==> config.mk <==
export PLATFORM = sky130hd
export DESIGN_NAME = peso_medida_tara
export DESIGN_NICKNAME = d
export VERILOG_FILES = /design/src/rtl/peso_medida_tara.sv
export SDC_FILE = /design/constraint.sdc
export NUM_CORES = 1
export LEC_CHECK = 0
export CORE_ASPECT_RATIO = 1.2
export CORE_UTILIZATION = 30
export CTS_BUF_LIST = sky130_fd_sc_hd__clkbuf_4
export CTS_CLUSTER_DIAMETER = 150
export CTS_CLUSTER_SIZE = 40
export DETAILED_ROUTE_END_ITERATION = 12
export HOLD_SLACK_MARGIN = 0.08
export RECOVER_POWER = 100
export SLEW_MARGIN = 10
export SYNTH_ARGS = -nofsm -noshare
export SYNTH_HDL_FRONTEND = slang
export SYNTH_SLANG_ARGS = --single-unit
export TNS_END_PERCENT = 50
==> constraint.sdc <==
create_clock -name clk -period 5.5 [get_ports clk]
set_clock_uncertainty 0.05 [all_clocks]
set_input_delay 1.1 -clock clk [delete_from_list [all_inputs] [get_ports clk]]
set_output_delay 1.1 -clock clk [all_outputs]
set_load 0.03 [all_outputs]
==> src/rtl/peso_medida_tara.sv <==
// Weight-measurement front end: rate-divided sampling, windowed averaging, tare and stability.
// Optional PESO_SAT_EN: clamp negative net results to zero and flag them on bajo_cero.
module peso_medida_tara #(
    parameter int unsigned WIDTH      = 13,
    parameter int unsigned AVG_LOG2   = 2,
    parameter int unsigned DIV        = 50000,
    parameter int unsigned STABLE_TOL = 4,
    parameter int unsigned STABLE_CNT = 8
) (
    input  logic                    clk,
    input  logic                    rst,
    input  logic [WIDTH-1:0]        peso,
    input  logic                    tara,
    input  logic                    modo,
    output logic signed [WIDTH:0]   salida_peso,
    output logic                    valido,
    output logic                    estable,
    output logic                    tara_ok,
    output logic                    bajo_cero
);

    localparam int unsigned TickW = (DIV > 1) ? $clog2(DIV) : 1;
    localparam int unsigned SampW = (AVG_LOG2 > 0) ? AVG_LOG2 : 1;
    localparam int unsigned AccW  = WIDTH + AVG_LOG2;
    localparam int unsigned StabW = $clog2(STABLE_CNT + 1);

    localparam logic [TickW-1:0] TickLast = TickW'(DIV - 1);
    localparam logic [SampW-1:0] SampLast = SampW'((2 ** AVG_LOG2) - 1);
    localparam logic [StabW-1:0] StabMax  = StabW'(STABLE_CNT);

    typedef enum logic [0:0] {StAcum, StTara} state_e;

    state_e             state_q, state_d;
    logic [TickW-1:0]   tick_cnt_q, tick_cnt_d;
    logic [SampW-1:0]   samp_cnt_q, samp_cnt_d;
    logic [AccW-1:0]    acc_q, acc_d;
    logic [WIDTH-1:0]   tare_q, tare_d;
    logic [WIDTH-1:0]   prev_q, prev_d;
    logic [StabW-1:0]   stab_q, stab_d;
    logic               tara_prev_q;
    logic [WIDTH:0]     salida_q, salida_d;
    logic               valido_q, estable_q, estable_d, tara_ok_q, bajo_cero_q, bajo_cero_d;

    logic               tick, window_done, tara_req, take_tare, in_tol;
    logic [AccW-1:0]    sum;
    logic [WIDTH-1:0]   avg, delta;
    logic [WIDTH:0]     net, gross;

    always_comb begin
        tick        = (tick_cnt_q == TickLast);
        window_done = tick && (samp_cnt_q == SampLast);
        sum         = acc_q + AccW'(peso);
        avg         = WIDTH'(sum >> AVG_LOG2);
        // A held tara level only raises one request.
        tara_req    = tara && !tara_prev_q;
        take_tare   = window_done && ((state_q == StTara) || tara_req);

        tick_cnt_d = tick ? '0 : tick_cnt_q + TickW'(1);
        samp_cnt_d = samp_cnt_q;
        acc_d      = acc_q;
        if (window_done) begin
            samp_cnt_d = '0;
            acc_d      = '0;
        end else if (tick) begin
            samp_cnt_d = samp_cnt_q + SampW'(1);
            acc_d      = sum;
        end

        state_d = state_q;
        unique case (state_q)
            StAcum: if (tara_req && !window_done) state_d = StTara;
            StTara: if (window_done) state_d = StAcum;
            default: state_d = StAcum;
        endcase

        tare_d = take_tare ? avg : tare_q;
        net    = {1'b0, avg} - {1'b0, tare_d};
        gross  = {1'b0, avg};

        delta  = (avg >= prev_q) ? avg - prev_q : prev_q - avg;
        in_tol = (32'(delta) <= STABLE_TOL);
        if (!in_tol) begin
            stab_d = '0;
        end else if (stab_q == StabMax) begin
            stab_d = stab_q;
        end else begin
            stab_d = stab_q + StabW'(1);
        end
        estable_d = (stab_d == StabMax);
        prev_d    = avg;

        bajo_cero_d = 1'b0;
        if (modo) begin
`ifdef PESO_SAT_EN
            if (net[WIDTH]) begin
                salida_d    = '0;
                bajo_cero_d = 1'b1;
            end else begin
                salida_d = net;
            end
`else
            salida_d = net;
`endif
        end else begin
            salida_d = gross;
        end
    end

    always_ff @(posedge clk) begin
        if (rst) begin
            state_q     <= StAcum;
            tick_cnt_q  <= '0;
            samp_cnt_q  <= '0;
            acc_q       <= '0;
            tare_q      <= '0;
            prev_q      <= '0;
            stab_q      <= '0;
            tara_prev_q <= 1'b0;
            salida_q    <= '0;
            valido_q    <= 1'b0;
            estable_q   <= 1'b0;
            tara_ok_q   <= 1'b0;
            bajo_cero_q <= 1'b0;
        end else begin
            state_q     <= state_d;
            tick_cnt_q  <= tick_cnt_d;
            samp_cnt_q  <= samp_cnt_d;
            acc_q       <= acc_d;
            tara_prev_q <= tara;
            valido_q    <= window_done;
            tara_ok_q   <= take_tare;
            if (window_done) begin
                tare_q      <= tare_d;
                prev_q      <= prev_d;
                stab_q      <= stab_d;
                salida_q    <= salida_d;
                estable_q   <= estable_d;
                bajo_cero_q <= bajo_cero_d;
            end
        end
    end

    assign salida_peso = salida_q;
    assign valido      = valido_q;
    assign estable     = estable_q;
    assign tara_ok     = tara_ok_q;
    assign bajo_cero   = bajo_cero_q;

endmodule

==> summary.md <==
| Metric | Value |
|---|---|
| Status | `completed` |
| Gpl congestion | `~0.97` |
| Pin count of the biggest net entering global routing | `31` |
| Mapped Area | `5810 sq um` |
| Sw Share | `0.297` |
| Yosys cell types | `between 80 and 90` |
| IO Count | `35` |
| Hold Path Depth | `1` |
| CTS HTree Levels | `3` |
| Worst Setup SP | `peso[6]` |
| Most common cell after layout, fill and taps aside | `buf_4` |
| Commonest non-fill, non-tap cells in the layout | `143 x buf_4, 82 x dfxtp_1, 75 x nor2_1, 68 x a21oi_1, 67 x nand2_1` |
| Clk network pwr share | `0.304` |
| Cells after synthesis | `740` |
| WP buf/inv | `2` |
| Slowest stage delay, CP | `0.48 ns` |
| Detailed Route WL | `17900 microns` |
| Port Buf Inserts | `33` |
| Crit Path Category | `input port to flip-flop` |
| Post-synth EDFFs | `0` |
| Hold EP | `tick_cnt_q[0]` |
| Setup crit start kind | `input port` |
| Num CTS Buffers | `9` |
| Die Span Y | `between 150 and 200 microns` |
| Net Count, Synth | `about 810` |
| Synth Warn # | `0` |
| Post-synthesis register bit count | `just over 80` |
| Period utilization | `0.972` |
| Synth-to-layout area growth | `35.9%` |
| Max-Cap Viols | `0` |
| Clock network latency to the later pin of the worst-skew pair | `roughly 0.48 ns` |
| CTS sink cnt | `between 80 and 90` |
| Hold Buf Count CTS | `0` |
| Core Rows | `between 50 and 60` |
| P_int | `approximately 0.00087 W` |
| Via count | `5892` |
| FF-to-FF setup slack | `0.80 ns` |
| Layout cell share with drive strength beyond 1 | `0.250` |
| Die area | `approximately 20000 sq um` |
| Ys flop type | `dfxtp_1` |
| Nets@finish | `976` |
| Avg Inst Size Synth | `between 7 and 8 sq um` |
| Sequential share of the synthesized area | `0.282` |
| Reg2Reg Capture Point | `estable` |
| Initial Util | `0.307` |
| Clk buf depth | `2` |
| Fmax achieved | `187 MHz` |
| GR Util All Layers | `0.188` |
| First-pass iteration count of the detailed router | `7` |
| Wire per inst | `roughly 15 microns` |
| P per Cell Area | `157 nW/um^2` |
| Post-layout minimum cycle time | `between 5 and 6 ns` |
| Arrival time at the worst endpoint | `roughly 5.7 ns` |
| DRC | `0` |
| Final-report hold violation count | `0` |
| Hold Startpoint | `tick_cnt_q[0]` |
| Crit Path Max Fanout | `4` |
| DIE WIDTH | `between 100 and 150 microns` |
| Post-route setup TNS | `0 ns` |
| Hold WC Path Type | `flip-flop to flip-flop` |
| Crit path max-delay family | `compound AO/OA/AOI/OAI gates` |
| Final slew viol count | `0` |
| R2R Path Start | `acc_q[0]` |
| Sw power | `~0.00037 W` |
| Reg power frac | `0.483` |
| # setup viols final | `0` |
| First-pass GRT wire length | `between 20000 and 30000 microns` |
| Slowest-stage cell, CP | `clkdlybuf4s50_1` |
| Max transition margin | `0.0736` |
| P_leak | `between 3 and 4 nW` |
| Actual slew at the worst max-slew pin | `approximately 1.4 ns` |
| Crit-path cells | `clkdlybuf4s50_1, ha_1, a211oi_2, o21bai_2, and2_1, o31a_1, o21a_1, o21ai_2, xor2_2, inv_2, ha_4, a2111oi_4, o31ai_4, or2_4, o21ai_4, mux2_4, or3_4, a221oi_4, nand4_4, nor2_4, a22o_1` |
| Root buf cell | `clkbuf_4` |
| Initial drt markers | `between 200 and 250` |
| Final-layout fill cell count | `between 1500 and 2000` |
| Clock transition at path regs | `~0.14 ns` |
| Diode count | `0` |
| Async SR Flop Fraction | `0` |
| Layout Utilization | `0.417` |
| Grt total ovfl | `0` |
| Initial antenna violation count | `0` |
| Final ANT Viol Nets | `0` |
| Core footprint | `~19000 sq um` |
| Crit end category | `flip-flop` |
| Critical Path RT | `between 5 and 6 ns` |
| CTS tree | `done` |
| Post-detail-place hpwl | `between 10000 and 15000 microns` |
| Vias in the first global route | `5750` |
| Comb power frac | `0.212` |
| Worst reg2reg path depth | `22` |
| Vias per cell | `roughly 5` |
| Peak supply drop | `0.113 mV` |
kinds of logic after synthesis:
kind of cell	Yosys count	share of synthesized area
AO/OA/AOI/OAI	235	0.273
XOR/XNOR	28	0.0435
adder cells (fa/ha/maj)	54	0.119
buffers and inverters	84	0.0585
flip-flops	82	0.282
multiplexers	10	0.0189
other	1	0.000645
AND/OR/NAND/NOR	246	0.204
cell usage after synthesis (8+ instances only):
master	count	area [sq um]
or3_1	8	50.1
nor2_1	76	285
o21ai_0	34	170
a211oi_1	8	60.1
xnor2_1	13	114
nor2b_1	10	62.6
dfxtp_1	82	1640
nand2b_1	12	75.1
a21oi_1	73	365
ha_1	52	651
nand2_1	68	255
a21o_1	16	120
nand3_1	16	80.1
o22ai_1	17	106
nand4_1	9	56.3
inv_1	52	195
nor3_1	10	50.1
xor2_1	14	123
clkbuf_1	22	82.6
state kept, by name, summed over array words and instances (netlist names):
name,flops
samp_cnt_q,2
salida_peso,14
stab_q,4
valido,1
prev_q,13
tick_cnt_q,16
tara_prev_q,1
tare_q,13
estable,1
tara_ok,1
acc_q,15
state_q,1
worst max path at each step:
stage,cells past startpoint,slack [ns],to
floorplan,21,0.005,estable
global placement,20,-0.62,stab_q[0]
detailed placement,20,-0.60,estable
CTS,23,0.004,estable
global route,19,-0.01,estable
finish,21,0.15,estable
worst reg2reg max path, delay by kind of cell (launching register included):
family	cells	cell delay, ns
adders and majority gates	3	0.58
and+or+nand+nor	5	1.01
muxes	1	0.32
buffers and inverters	2	0.12
DFF	1	0.34
AOI/OAI and AO/OA	10	2.05
xor gates and xnor gates	1	0.19
layout make-up:
| cell class | count | area (sq um) | area share |
|---|---|---|---|
| clock buffers | 11 | 82.6 | 0.0105 |
| clock inverters | 4 | 51.3 | 0.00649 |
| repair buffers | 184 | 1480 | 0.187 |
| multi-input cells | 574 | 4120 | 0.522 |
| flip-flops and latches | 82 | 1640 | 0.208 |
| inverters | 54 | 203 | 0.0257 |
| well taps | 256 | 320 | 0.0406 |
routing by layer:
layer  GRT usage  share of wire  wire length, microns  up-vias
li1            -              -                     -     2988
met1       0.214           0.42                  7440     2741
met2       0.326           0.49                  8860      121
met3      0.0232          0.030                   531       42
met4       0.128          0.059                  1060        0
met5           0              0                     0        -
power by group through the flow:
stage               logic [W]  clock network (W)  registers [W]
floorplan            0.000138                  0       0.000611
global placement     0.000244                  0       0.000611
detailed placement   0.000244                  0       0.000611
CTS                  0.000245           0.000395       0.000599
global route         0.000286           0.000424       0.000599
finish               0.000263           0.000377       0.000598
through the flow:
step | cell area, sq um | cells | setup slack (ns) | hold WS [ns] | total power (W)
floorplan | 5870 | 740 | 0.00519 | 0.368 | 0.000749
global placement | 7420 | 1139 | -0.623 | 0.379 | 0.000855
detailed placement | 7420 | 1139 | -0.595 | 0.388 | 0.000855
CTS | 7560 | 1154 | 0.00376 | 0.407 | 0.00124
global route | 7900 | 1165 | -0.0140 | 0.443 | 0.00131
finish | 7900 | 1165 | 0.153 | 0.404 | 0.00124
repair_timing:
action / in CTS / in global routing
buffers inserted: 0 / 11
pin swaps: 1 / 40
gates cloned: 0 / 0
resized for setup: 3 / 48
setup endpoints to repair: 4 / 6
Power figures use the tool's default switching activity.
